[src/rtl/mem_arb_pkg.sv]
// Shared types and constants for the IF/MEM single-port memory arbiter.
// Latency: n/a (declarations and a pure combinational helper only).
// Backpressure: n/a.
package mem_arb_pkg;

    typedef enum logic [1:0] {
        IDLE   = 2'd0,
        ACCESS = 2'd1,
        RESP   = 2'd2
    } arb_state_t;

    localparam logic GRANT_IF  = 1'b0;
    localparam logic GRANT_MEM = 1'b1;

    // Wait counter is sized for the largest supported WAIT_CYCLES (15).
    localparam int CNT_W = $clog2(16);

    // Round-robin pick: on a tie the requester that did not win last time goes.
    function automatic logic pick_grant(input logic if_req,
                                        input logic mem_req,
                                        input logic last_grant);
        if (if_req && mem_req) begin
            return ~last_grant;
        end else if (mem_req) begin
            return GRANT_MEM;
        end else begin
            return GRANT_IF;
        end
    endfunction

endpackage

[src/rtl/mem_wait_counter.sv]
// Down-counter timing one memory access: load, decrement, zero flag.
// Latency: load/decrement take effect on the next rising edge; zero is combinational from the count.
// Backpressure: none; decrement saturates at zero.
module mem_wait_counter
    import mem_arb_pkg::*;
(
    input  logic             clk,
    input  logic             rst,
    input  logic             load,
    input  logic [CNT_W-1:0] load_val,
    input  logic             dec,
    output logic             zero
);

    logic [CNT_W-1:0] cnt;

    // Load has priority over decrement; never wrap below zero.
    always_ff @(posedge clk or negedge rst) begin
        if (!rst) begin
            cnt <= '0;
        end else if (load) begin
            cnt <= load_val;
        end else if (dec && (cnt != '0)) begin
            cnt <= cnt - 1'b1;
        end
    end

    assign zero = (cnt == '0);

endmodule

[src/rtl/mem_port_arbiter.sv]
// Shares one single-ported memory between IF fetches and MEM loads/stores, round-robin on ties.
// Latency: request sampled at edge k, ext_en high WAIT_CYCLES cycles, ready pulse WAIT_CYCLES+1 cycles after k.
// Backpressure: requesters hold req level; freeze stalls the pipeline until the ready pulse.
module mem_port_arbiter
    import mem_arb_pkg::*;
#(
    parameter int ADDR_W      = 32,
    parameter int DATA_W      = 32,
    // Legal range 1..15; the wait counter is only CNT_W bits wide.
    parameter int WAIT_CYCLES = 2
) (
    input  logic              clk,
    input  logic              rst,
    input  logic              if_req,
    input  logic [ADDR_W-1:0] if_addr,
    output logic [DATA_W-1:0] if_rdata,
    output logic              if_ready,
    input  logic              mem_req,
    input  logic              mem_we,
    input  logic [ADDR_W-1:0] mem_addr,
    input  logic [DATA_W-1:0] mem_wdata,
    output logic [DATA_W-1:0] mem_rdata,
    output logic              mem_ready,
    output logic              ext_en,
    output logic              ext_we,
    output logic [ADDR_W-1:0] ext_addr,
    output logic [DATA_W-1:0] ext_wdata,
    input  logic [DATA_W-1:0] ext_rdata,
    output logic              freeze
);

    localparam logic [CNT_W-1:0] CNT_INIT = CNT_W'(WAIT_CYCLES - 1);

    arb_state_t state;
    arb_state_t state_nxt;
    logic       grant;
    logic       grant_nxt;
    logic       last_grant;
    logic       start;
    logic       finish;
    logic       cnt_load;
    logic       cnt_dec;
    logic       cnt_zero;

    mem_wait_counter u_wait_cnt (
        .clk      (clk),
        .rst      (rst),
        .load     (cnt_load),
        .load_val (CNT_INIT),
        .dec      (cnt_dec),
        .zero     (cnt_zero)
    );

    // State register.
    always_ff @(posedge clk or negedge rst) begin
        if (!rst) begin
            state <= IDLE;
        end else begin
            state <= state_nxt;
        end
    end

    // Next state and per-cycle control strobes.
    always_comb begin
        state_nxt = state;
        grant_nxt = grant;
        start     = 1'b0;
        finish    = 1'b0;
        cnt_load  = 1'b0;
        cnt_dec   = 1'b0;
        case (state)
            IDLE: begin
                if (if_req || mem_req) begin
                    start     = 1'b1;
                    grant_nxt = pick_grant(if_req, mem_req, last_grant);
                    cnt_load  = 1'b1;
                    state_nxt = ACCESS;
                end
            end
            ACCESS: begin
                if (cnt_zero) begin
                    finish    = 1'b1;
                    state_nxt = RESP;
                end else begin
                    cnt_dec = 1'b1;
                end
            end
            RESP: begin
                state_nxt = IDLE;
            end
            default: begin
                state_nxt = IDLE;
            end
        endcase
    end

    // Latch the granted request into the memory port, then capture read data and pulse ready.
    // Requester inputs are only looked at on the grant edge, so mid-access changes are ignored.
    always_ff @(posedge clk or negedge rst) begin
        if (!rst) begin
            grant      <= GRANT_IF;
            last_grant <= GRANT_IF;
            ext_en     <= 1'b0;
            ext_we     <= 1'b0;
            ext_addr   <= '0;
            ext_wdata  <= '0;
            if_rdata   <= '0;
            mem_rdata  <= '0;
            if_ready   <= 1'b0;
            mem_ready  <= 1'b0;
        end else begin
            if_ready  <= 1'b0;
            mem_ready <= 1'b0;
            if (start) begin
                grant  <= grant_nxt;
                ext_en <= 1'b1;
                if (grant_nxt == GRANT_MEM) begin
                    ext_we    <= mem_we;
                    ext_addr  <= mem_addr;
                    ext_wdata <= mem_wdata;
                end else begin
                    ext_we    <= 1'b0;
                    ext_addr  <= if_addr;
                    ext_wdata <= '0;
                end
            end
            if (finish) begin
                ext_en     <= 1'b0;
                ext_we     <= 1'b0;
                last_grant <= grant;
                if (grant == GRANT_MEM) begin
                    mem_ready <= 1'b1;
                    // Stores leave the previous load data in place.
                    if (!ext_we) begin
                        mem_rdata <= ext_rdata;
                    end
                end else begin
                    if_ready <= 1'b1;
                    if_rdata <= ext_rdata;
                end
            end
        end
    end

    assign freeze = (if_req & ~if_ready) | (mem_req & ~mem_ready);

endmodule

[config.mk]
export PLATFORM = sky130hd
export DESIGN_NAME = mem_port_arbiter
export DESIGN_NICKNAME = d
export VERILOG_FILES = /design/src/rtl/mem_arb_pkg.sv /design/src/rtl/mem_wait_counter.sv /design/src/rtl/mem_port_arbiter.sv
export SDC_FILE = /design/constraint.sdc
export NUM_CORES = 1
export LEC_CHECK = 0
export CORE_MARGIN = 1.5
export CORE_UTILIZATION = 41
export DETAILED_ROUTE_END_ITERATION = 8
export PLACE_DENSITY = 0.81
export SETUP_SLACK_MARGIN = 0.2
export SKIP_LAST_GASP = 1
export SLEW_MARGIN = 20
export SYNTH_ARGS = -nofsm -noshare
export SYNTH_HDL_FRONTEND = slang
export SYNTH_HIERARCHICAL = 1
export SYNTH_SLANG_ARGS = --single-unit
[constraint.sdc]
create_clock -name clk -period 2.6 [get_ports clk]
set_input_delay 0.39 -clock clk [delete_from_list [all_inputs] [get_ports clk]]
set_output_delay 0.39 -clock clk [all_outputs]
set_load 0.005 [all_outputs]
== Yosys cells after proc, flatten, opt, wreduce, memory -nomap -nowiden ==
Index checks and enable logic that the tools add are counted.

* Bits in registers: 140
* Output and inout bits: 133

* Add/sub/neg operators: 1
* Equal/unequal tests: 3
* Multiplexer cells: 26
* Bitwise gates (word level): 8
* Reductions and logical operators: 11

{| class="wikitable"
|+ Operators by type and width
! operator !! number
|-
| $mux 32 || 2
|-
| $mux 1 || 19
|-
| $mux 4 || 2
|-
| $not 1->1 || 5
|-
| $logic_not 4->1 || 1
|-
| $mux 2 || 2
|-
| $ne 2x2->1 const B || 2
|-
| $pmux 2 s2 || 1
|-
| $reduce_and 2->1 || 2
|-
| $reduce_bool 2->1 || 2
|-
| $reduce_bool 4->1 || 1
|-
| $sub 4x1->4 const B || 1
|-
| $reduce_and 3->1 || 1
|-
| $and 1x1->1 || 2
|-
| $eq 2x1->1 const B || 1
|-
| $logic_and 1x1->1 || 2
|-
| $logic_not 2->1 || 1
|-
| $logic_or 1x1->1 || 1
|-
| $or 1x1->1 || 1
|}

== Depth between registers and ports, before layout ==
Gate-level depths: netlist (run 1).

* Depth in word-level cells: 7
* Depth in mapped cells: 8

== Cells and area by module ==
Netlist (run 1), hierarchy kept.

{| class="wikitable"
|+ By module, submodules not included
! module !! times used !! cells an instance !! area an instance (µm²) !! seq. area each (µm²)
|-
| mem_port_arbiter || 1 || 350 || 5265.0 || 3403.3
|-
| mem_wait_counter || 1 || 27 || 252.7 || 100.1
|}

== Least setup slack after synthesis (run 1) ==
Ideal clock, no wire load.

* Path kind: register to register
* Start: register u_wait_cnt.cnt[0]
* End: register mem_rdata[31]
* Setup time: 125 ps
* Data arrival time: 2097 ps
* Required time: 2475 ps
* Slack: 379 ps
* Cell stages (with the launch flop): 9
* Buffers on the path: 1
* Period minus slack after synthesis: 2221 ps
* Cells stage by stage: dfrtp_1 > inv_1 > ha_1 > or3b_4 > inv_1 > nand3b_1 > nor3b_2 > buf_4 > mux2_2

* Cells in the longest elaborated chain, start to end: 4

{| class="wikitable"
|+ RTL lines
! element !! RTL line !! text
|-
| from (decl) || mem_wait_counter.sv:15 || <nowiki>logic [CNT_W-1:0] cnt;</nowiki>
|-
| from (signal assigned) || mem_wait_counter.sv:22 || <nowiki>cnt <= load_val;</nowiki>
|-
| from (signal assigned) || mem_wait_counter.sv:24 || <nowiki>cnt <= cnt - 1'b1;</nowiki>
|-
| $logic_not 4->1 || mem_wait_counter.sv:28 || <nowiki>assign zero = (cnt == '0);</nowiki>
|-
| net cnt_zero || mem_port_arbiter.sv:43 || <nowiki>logic cnt_zero;</nowiki>
|-
| $mux 1 || mem_port_arbiter.sv:81 || <nowiki>if (cnt_zero) begin</nowiki>
|-
| $mux 1 || mem_port_arbiter.sv:71 || <nowiki>case (state)</nowiki>
|-
| $reduce_and 3->1 (no source line) || n/a ||
|-
| to (signal assigned) || mem_port_arbiter.sv:135 || <nowiki>mem_rdata <= ext_rdata;</nowiki>
|-
| to (decl) || mem_port_arbiter.sv:22 || <nowiki>output logic [DATA_W-1:0] mem_rdata,</nowiki>
|}

The timed path passes the listed nets, and every way through them passes these cells.
A chain may end at the register's enable or synchronous reset.

== Worst setup path in the final report (run 1) ==
* Start: register u_wait_cnt.cnt[0]
* End: register if_rdata[1]

* Cells in the longest elaborated chain, start to end: 4

{| class="wikitable"
|+ RTL lines
! element !! RTL line !! text
|-
| $logic_not 4->1 || mem_wait_counter.sv:28 ||
|-
| net cnt_zero || mem_port_arbiter.sv:43 ||
|-
| $mux 1 || mem_port_arbiter.sv:81 ||
|-
| $mux 1 || mem_port_arbiter.sv:71 ||
|-
| $reduce_and 2->1 (no source line) || n/a ||
|-
| to (signal assigned) || mem_port_arbiter.sv:139 || <nowiki>if_rdata <= ext_rdata;</nowiki>
|-
| to (decl) || mem_port_arbiter.sv:16 || <nowiki>output logic [DATA_W-1:0] if_rdata,</nowiki>
|}

The timed path passes the listed nets, and every way through them passes these cells.

==> impl_metrics.json, run 1 <==
{
  "gp_congestion": 0.7795,
  "vias": 4389,
  "ir_drop_mv": 0.6856,
  "crit_family": "simple AND/OR/NAND/NOR gates",
  "ff2ff_path_depth": 9,
  "syn-mean-instance-area_sq_um": 14.64,
  "hold_viol": 0,
  "rr_startpoint": "u_wait_cnt/cnt[0]$_DFFE_PN0P_",
  "tightest_slew_ps": 579.9,
  "ys_warn_count": 6,
  "r2r_setup_slack_ps": 300,
  "synth_edf_count": 0,
  "status": "finished clean",
  "fin_skew_ps": 7.880,
  "worstPathCellList": "inv_2, ha_4, or3b_4, inv_2, nand3b_1, buf_4, nor2_4, clkbuf_16, mux2_2",
  "crit_type": "flop to flop",
  "drt_iter0_markers": 270,
  "cts.sinks": 140,
  "yosysTopAreaCell": "dfrtp_1",
  "grt_use_total_pct": 22.66,
  "netlist_top_cells_area": "dfrtp_1 63%, mux2_2 9.4%, o221a_2 6.5%, a22o_1 5.1%, mux2_1 3.7%",
  "grt_pass1_vias": 4582,
  "setup_viol": 0,
  "critical_path_arrival_ps": 2590,
  "max_freq_ghz": 0.4352,
  "syn-cell-area_sq_um": 5518,
  "cts_tree": "built",
  "ant_nets": 0,
  "start_util_pct": 41.83,
  "coreArea_sq_um": 13190,
  "clkSlewWorstSetupHoldPaths_ps": 50,
  "fin_util_pct": 69.47,
  "final.min_clock_period_ps": 2298,
  "postPlaceCellArea_sq_um": 8389,
  "ys_seq_area_share_pct": 63.49,
  "cp_slowest_cell": "dfrtp_1",
  "slew_violations": 0,
  "io_pins": 266,
  "num-nets-final": 793,
  "cts_root_buf": "clkbuf_16",
  "synth-seq-cells": 140,
  "numPortBuffers": 265,
  "synth.most_common_cell": "dfrtp_1",
  "cts_buffers": 17,
  "grt_pass1_wl_microns": 24770,
  "wl_per_cell_microns": 18.72,
  "htree_levels": 4,
  "antenna_found_initial": 0,
  "leakage_nw": 3.821,
  "async_flop_share_pct": 100.0,
  "drive_gt1_share_pct": 20.90,
  "netlist.area_leader.share_pct": 63.49,
  "drv_cap": 0,
  "fin_setup_tns_ps": 0,
  "die-area_sq_um": 14160,
  "grt_max_degree": 72,
  "die_y_microns": 119.0,
  "synth_common_cells": "140 x dfrtp_1, 46 x mux2_2, 32 x a22o_1, 32 x o221a_2, 32 x or3_1",
  "hold_path_end": "mem_rdata[3]$_DFFE_PN0P_",
  "synth_cells": 377,
  "min_path_cells": 1,
  "n_antenna_cell": 0,
  "required_ps": 2890,
  "clkLatencyLatePin_ps": 410,
  "rows": 42,
  "synthToLayoutAreaGrowth_pct": 66.05,
  "total_power_mw": 10.57,
  "rsz0062_at_grt": "no",
  "cpMostUsedCell": "inv_2",
  "synth.distinct_cells": 42,
  "r2r_end": "if_rdata[1]$_DFFE_PN0P_",
  "dp_hpwl_microns": 10820,
  "power_density_nw_per_um2": 1154,
  "crit_path_end_kind": "flop",
  "worstHoldPathType": "flop to flop",
  "ys.flop_type": "dfrtp_1",
  "cpPeakStageDelay_ps": 390,
  "final_cell_area_sq_um": 9163,
  "via_per_inst": 5.188,
  "slew_headroom_pct": 61.34,
  "wirelength_microns": 15830,
  "crit_buf_inv": 4,
  "clk_path_buf_depth": 2,
  "drc": 0,
  "min_from": "mem_rdata[3]$_DFFE_PN0P_",
  "die_w_microns": 119.0,
  "crit_fanout": 15,
  "critPathLaunchType": "flop",
  "firstDrtPassIters": 5,
  "fin_crit_sh_pct": 88.37,
  "gr-total-overflow": 0
}
-- cell usage in the layout, fill, tap and decap left out, drive strengths merged, types with 3 or more instances in the layout --
master / synthesis / routed
mux2: 64 / 64
inv: 7 / 7
nor3b: 3 / 3
o21ai: 3 / 3
bufinv: 0 / 3
nor2: 5 / 5
buf: 16 / 20
a22o: 32 / 32
nand2: 6 / 6
o221a: 32 / 32
clkdlybuf4s50: 0 / 264
dfrtp: 140 / 140
or3: 32 / 32
a21oi: 4 / 4
conb: 2 / 4
clkbuf: 10 / 25
-- worst max path at each step --
stage                     depth (start not counted)  slack (ps)                         to                          start
final                                             9         300    if_rdata[1]$_DFFE_PN0P_  u_wait_cnt/cnt[0]$_DFFE_PN0P_
after global routing                              9         190  mem_rdata[17]$_DFFE_PN0P_  u_wait_cnt/cnt[0]$_DFFE_PN0P_
after CTS                                         9         220   if_rdata[22]$_DFFE_PN0P_  u_wait_cnt/cnt[0]$_DFFE_PN0P_
after detailed placement                          8         180  mem_rdata[17]$_DFFE_PN0P_  u_wait_cnt/cnt[0]$_DFFE_PN0P_
after global placement                            8         270  mem_rdata[13]$_DFFE_PN0P_  u_wait_cnt/cnt[0]$_DFFE_PN0P_
after floorplan                                   8         380  mem_rdata[31]$_DFFE_PN0P_  u_wait_cnt/cnt[0]$_DFFE_PN0P_
-- logic make-up after synthesis --
family | after synthesis | synth area share [%]
buf+inv | 33 | 3.061
fa+ha+maj | 1 | 0.2267
flops | 140 | 63.49
simple gates | 60 | 6.894
other cells | 2 | 0.1361
mux | 64 | 13.06
compound gates | 77 | 13.13
-- sequential cells by signal (all words and copies together) (netlist names), 2 cells and up --
signal          flops
ext_addr           32
ext_wdata          32
if_rdata           32
mem_rdata          32
u_wait_cnt/cnt      4
state               2
-- per-layer routing --
layer	part of all wire [%]	up-vias	GRT usage, %	routed length (microns)
met5	0	-	0	0
li1	-	1981	-	-
met1	39	2165	25.96	6117
met2	50	206	37.64	7888
met3	8.1	37	8.573	1288
met4	3.4	0	10.39	537
-- through the flow --
stage               std cells  setup WS [ps]  hold slack [ps]
floorplan                 379          378.6            94.41
global placement          803          265.8            358.4
detailed placement        803          181.1            361.8
CTS                       841          218.4            487.6
global route              846          191.6            500.8
finish                    846          302.4            481.9
-- layout make-up --
type                            count  area [sq um]
Tap cell                          176         220.2
Sequential cell                   140          3503
Clock inverter                      6         111.4
Clock buffer                       24         481.7
Inverter                            7         26.28
Timing Repair Buffer              287          2938
Multi-Input combinational cell    206          1882
Fill cell                         919          4028
-- repair_timing --
| action | in CTS | in global routing |
|---|---|---|
| setup endpoints to repair | 60 | 52 |
| gates resized for setup | 4 | 3 |
| endpoints found under the hold margin | 47 | 0 |
| hold buffers | 1 | 0 |
| gates cloned | 2 | 1 |
| pin swaps | 1 | 3 |
| buffers inserted | 5 | 4 |
-- where the power goes --
| part | internal (mW) | total [mW] | switching (mW) |
|---|---|---|---|
| logic | 2.93 | 4.41 | 1.48 |
| clock network | 1.57 | 2.41 | 0.837 |
| registers | 3.17 | 3.75 | 0.574 |
| total | 7.68 | 10.6 | 2.89 |
No activity file was read; power rests on OpenSTA's default activity.
==> inputs of run 2 (changes only) <==
--- a/config.mk
+++ b/config.mk
@@ -5,9 +5,11 @@
 export SDC_FILE = /design/constraint.sdc
 export NUM_CORES = 1
 export LEC_CHECK = 0
+export CORE_ASPECT_RATIO = 0.75
 export CORE_MARGIN = 1.5
 export CORE_UTILIZATION = 41
 export DETAILED_ROUTE_END_ITERATION = 8
+export GPL_TIMING_DRIVEN = 0
 export PLACE_DENSITY = 0.81
 export SETUP_SLACK_MARGIN = 0.2
 export SKIP_LAST_GASP = 1
==> impl_metrics.json, run 2 (synthesis results as in run 1) <==
{
  "drive_gt1_share_pct": 22.11,
  "drc": 0,
  "grt_pass1_wl_microns": 23630,
  "total_power_mw": 10.63,
  "via_per_inst": 5.082,
  "die-area_sq_um": 14170,
  "ant_nets": 0,
  "crit_type": "flop to flop",
  "crit_path_end_kind": "flop",
  "dp.cells": 816,
  "fin_util_pct": 70.83,
  "slew_violations": 0,
  "p_comb_share_pct": 41.7,
  "dp_hpwl_microns": 11110,
  "vias": 4386,
  "drt_iter0_markers": 190,
  "min_from": "mem_rdata[20]$_DFFE_PN0P_",
  "final.min_clock_period_ps": 2324,
  "die_w_microns": 137.0,
  "postPlaceCellArea_sq_um": 8424,
  "rr_startpoint": "u_wait_cnt/cnt[0]$_DFFE_PN0P_",
  "status": "finished clean",
  "n_antenna_cell": 0,
  "critPathLaunchType": "flop",
  "grt_pass1_vias": 4526,
  "min_path_cells": 1,
  "cts_buffers": 17,
  "cts_root_buf": "clkbuf_16",
  "fin_crit_sh_pct": 89.39,
  "power_density_nw_per_um2": 1149,
  "most-common-layout-cells": "264 x clkdlybuf4s50_1, 140 x dfrtp_1, 46 x mux2_2",
  "timing.hold.ws_ps": 481.6,
  "wirelength_microns": 15500,
  "critical_path_arrival_ps": 2620,
  "power_frac_seq_pct": 35.3,
  "stdcell_count": 863,
  "htree_levels": 4,
  "r2r_setup_slack_ps": 280,
  "ir_drop_mv": 0.5917,
  "fin_ws_ps": 275.9,
  "gp_congestion": 0.7950,
  "switchingPower_mw": 2.991,
  "rows": 36,
  "antenna_found_initial": 0,
  "ff2ff_path_depth": 9,
  "internal_power_mw": 7.636,
  "setup_viol": 0,
  "final_cell_area_sq_um": 9253,
  "fin_setup_tns_ps": 0,
  "sw_frac_of_total_pct": 28.15,
  "num-nets-final": 813,
  "wl_per_cell_microns": 17.96,
  "cts_tree": "built",
  "clkSlewWorstSetupHoldPaths_ps": 60,
  "rsz0062_at_grt": "yes",
  "clockPowerShare_pct": 23.0,
  "clk_path_buf_depth": 2,
  "leakage_nw": 3.884,
  "tightest_slew_ps": 607.5,
  "coreArea_sq_um": 13060,
  "fin_skew_ps": 5.782,
  "hold_path_end": "mem_rdata[20]$_DFFE_PN0P_",
  "synthToLayoutAreaGrowth_pct": 67.69,
  "slew_headroom_pct": 59.50,
  "hold_viol": 0,
  "final_common_cell": "clkdlybuf4s50_1",
  "numPortBuffers": 265,
  "gr-total-overflow": 0,
  "worstHoldPathType": "flop to flop",
  "die_y_microns": 103.5,
  "firstDrtPassIters": 5,
  "dp_slack_ps": -19.13,
  "crit_fanout": 10,
  "required_ps": 2890,
  "max_freq_ghz": 0.4303,
  "r2r_end": "if_rdata[20]$_DFFE_PN0P_",
  "grt_use_total_pct": 22.30,
  "drv_cap": 0,
  "start_util_pct": 42.24,
  "clkLatencyLatePin_ps": 410,
  "grt_max_degree": 81,
  "io_pins": 266,
  "cts.sinks": 140
}
==> run 2: routing by layer <==
layer  global-route usage (%)  vias to the layer above  routed length [microns]
li1                         -                     2022                        -
met1                    27.97                     2183                     6503
met2                    36.72                      160                     7639
met3                    6.238                       21                     1091
met4                    9.555                        0                      269
met5                        0                        -                        0
==> run 2: critical path, stage by stage, from the launching register on <==
cell and delay (ps):
dfrtp_1 400, inv_2 100, ha_4 150, or3b_4 390, inv_2 80, nand3b_1 140
buf_4 180, nor2_4 190, buf_4 230, mux2_2 350
==> run 2: layout make-up <==
cell class / count / area, sq um
plain buffers: 26 / 173.9
clock buffers: 19 / 432.9
clock inverters: 13 / 168.9
fillers: 903 / 3810
inverters: 7 / 26.28
multi-input cells: 206 / 1882
flip-flops and latches: 140 / 3503
well taps: 171 / 214.0
repair buffers: 281 / 2851
==> run 2: repair_timing <==
action	in CTS	in global routing
gates cloned	3	0
hold endpoints to repair	79	0
setup endpoints to repair	59	35
buffers inserted	8	3
pin swaps	2	1
resized for setup	17	2
hold buffers	1	0
==> run 2: worst max-delay path by stage <==
stage	start	to	cells past startpoint
after floorplan	u_wait_cnt/cnt[0]$_DFFE_PN0P_	mem_rdata[31]$_DFFE_PN0P_	8
after global placement	rst	if_rdata[10]$_DFFE_PN0P_	1
after detailed placement	u_wait_cnt/cnt[0]$_DFFE_PN0P_	if_rdata[28]$_DFFE_PN0P_	8
after CTS	u_wait_cnt/cnt[1]$_DFFE_PN0P_	mem_rdata[21]$_DFFE_PN0P_	9
after global routing	u_wait_cnt/cnt[0]$_DFFE_PN0P_	if_rdata[21]$_DFFE_PN0P_	9
final	u_wait_cnt/cnt[0]$_DFFE_PN0P_	if_rdata[20]$_DFFE_PN0P_	9
==> run 2: power groups by stage <==
stage	Clock (mW)	Combinational, mW	Sequential, mW
4_1_cts	2.50	4.47	3.75
3_5_place_dp	0	4.29	3.75
6_report	2.44	4.43	3.75
5_1_grt	2.59	4.79	3.89
3_3_place_gp	0	4.17	3.71
2_1_floorplan	0	1.68	3.76
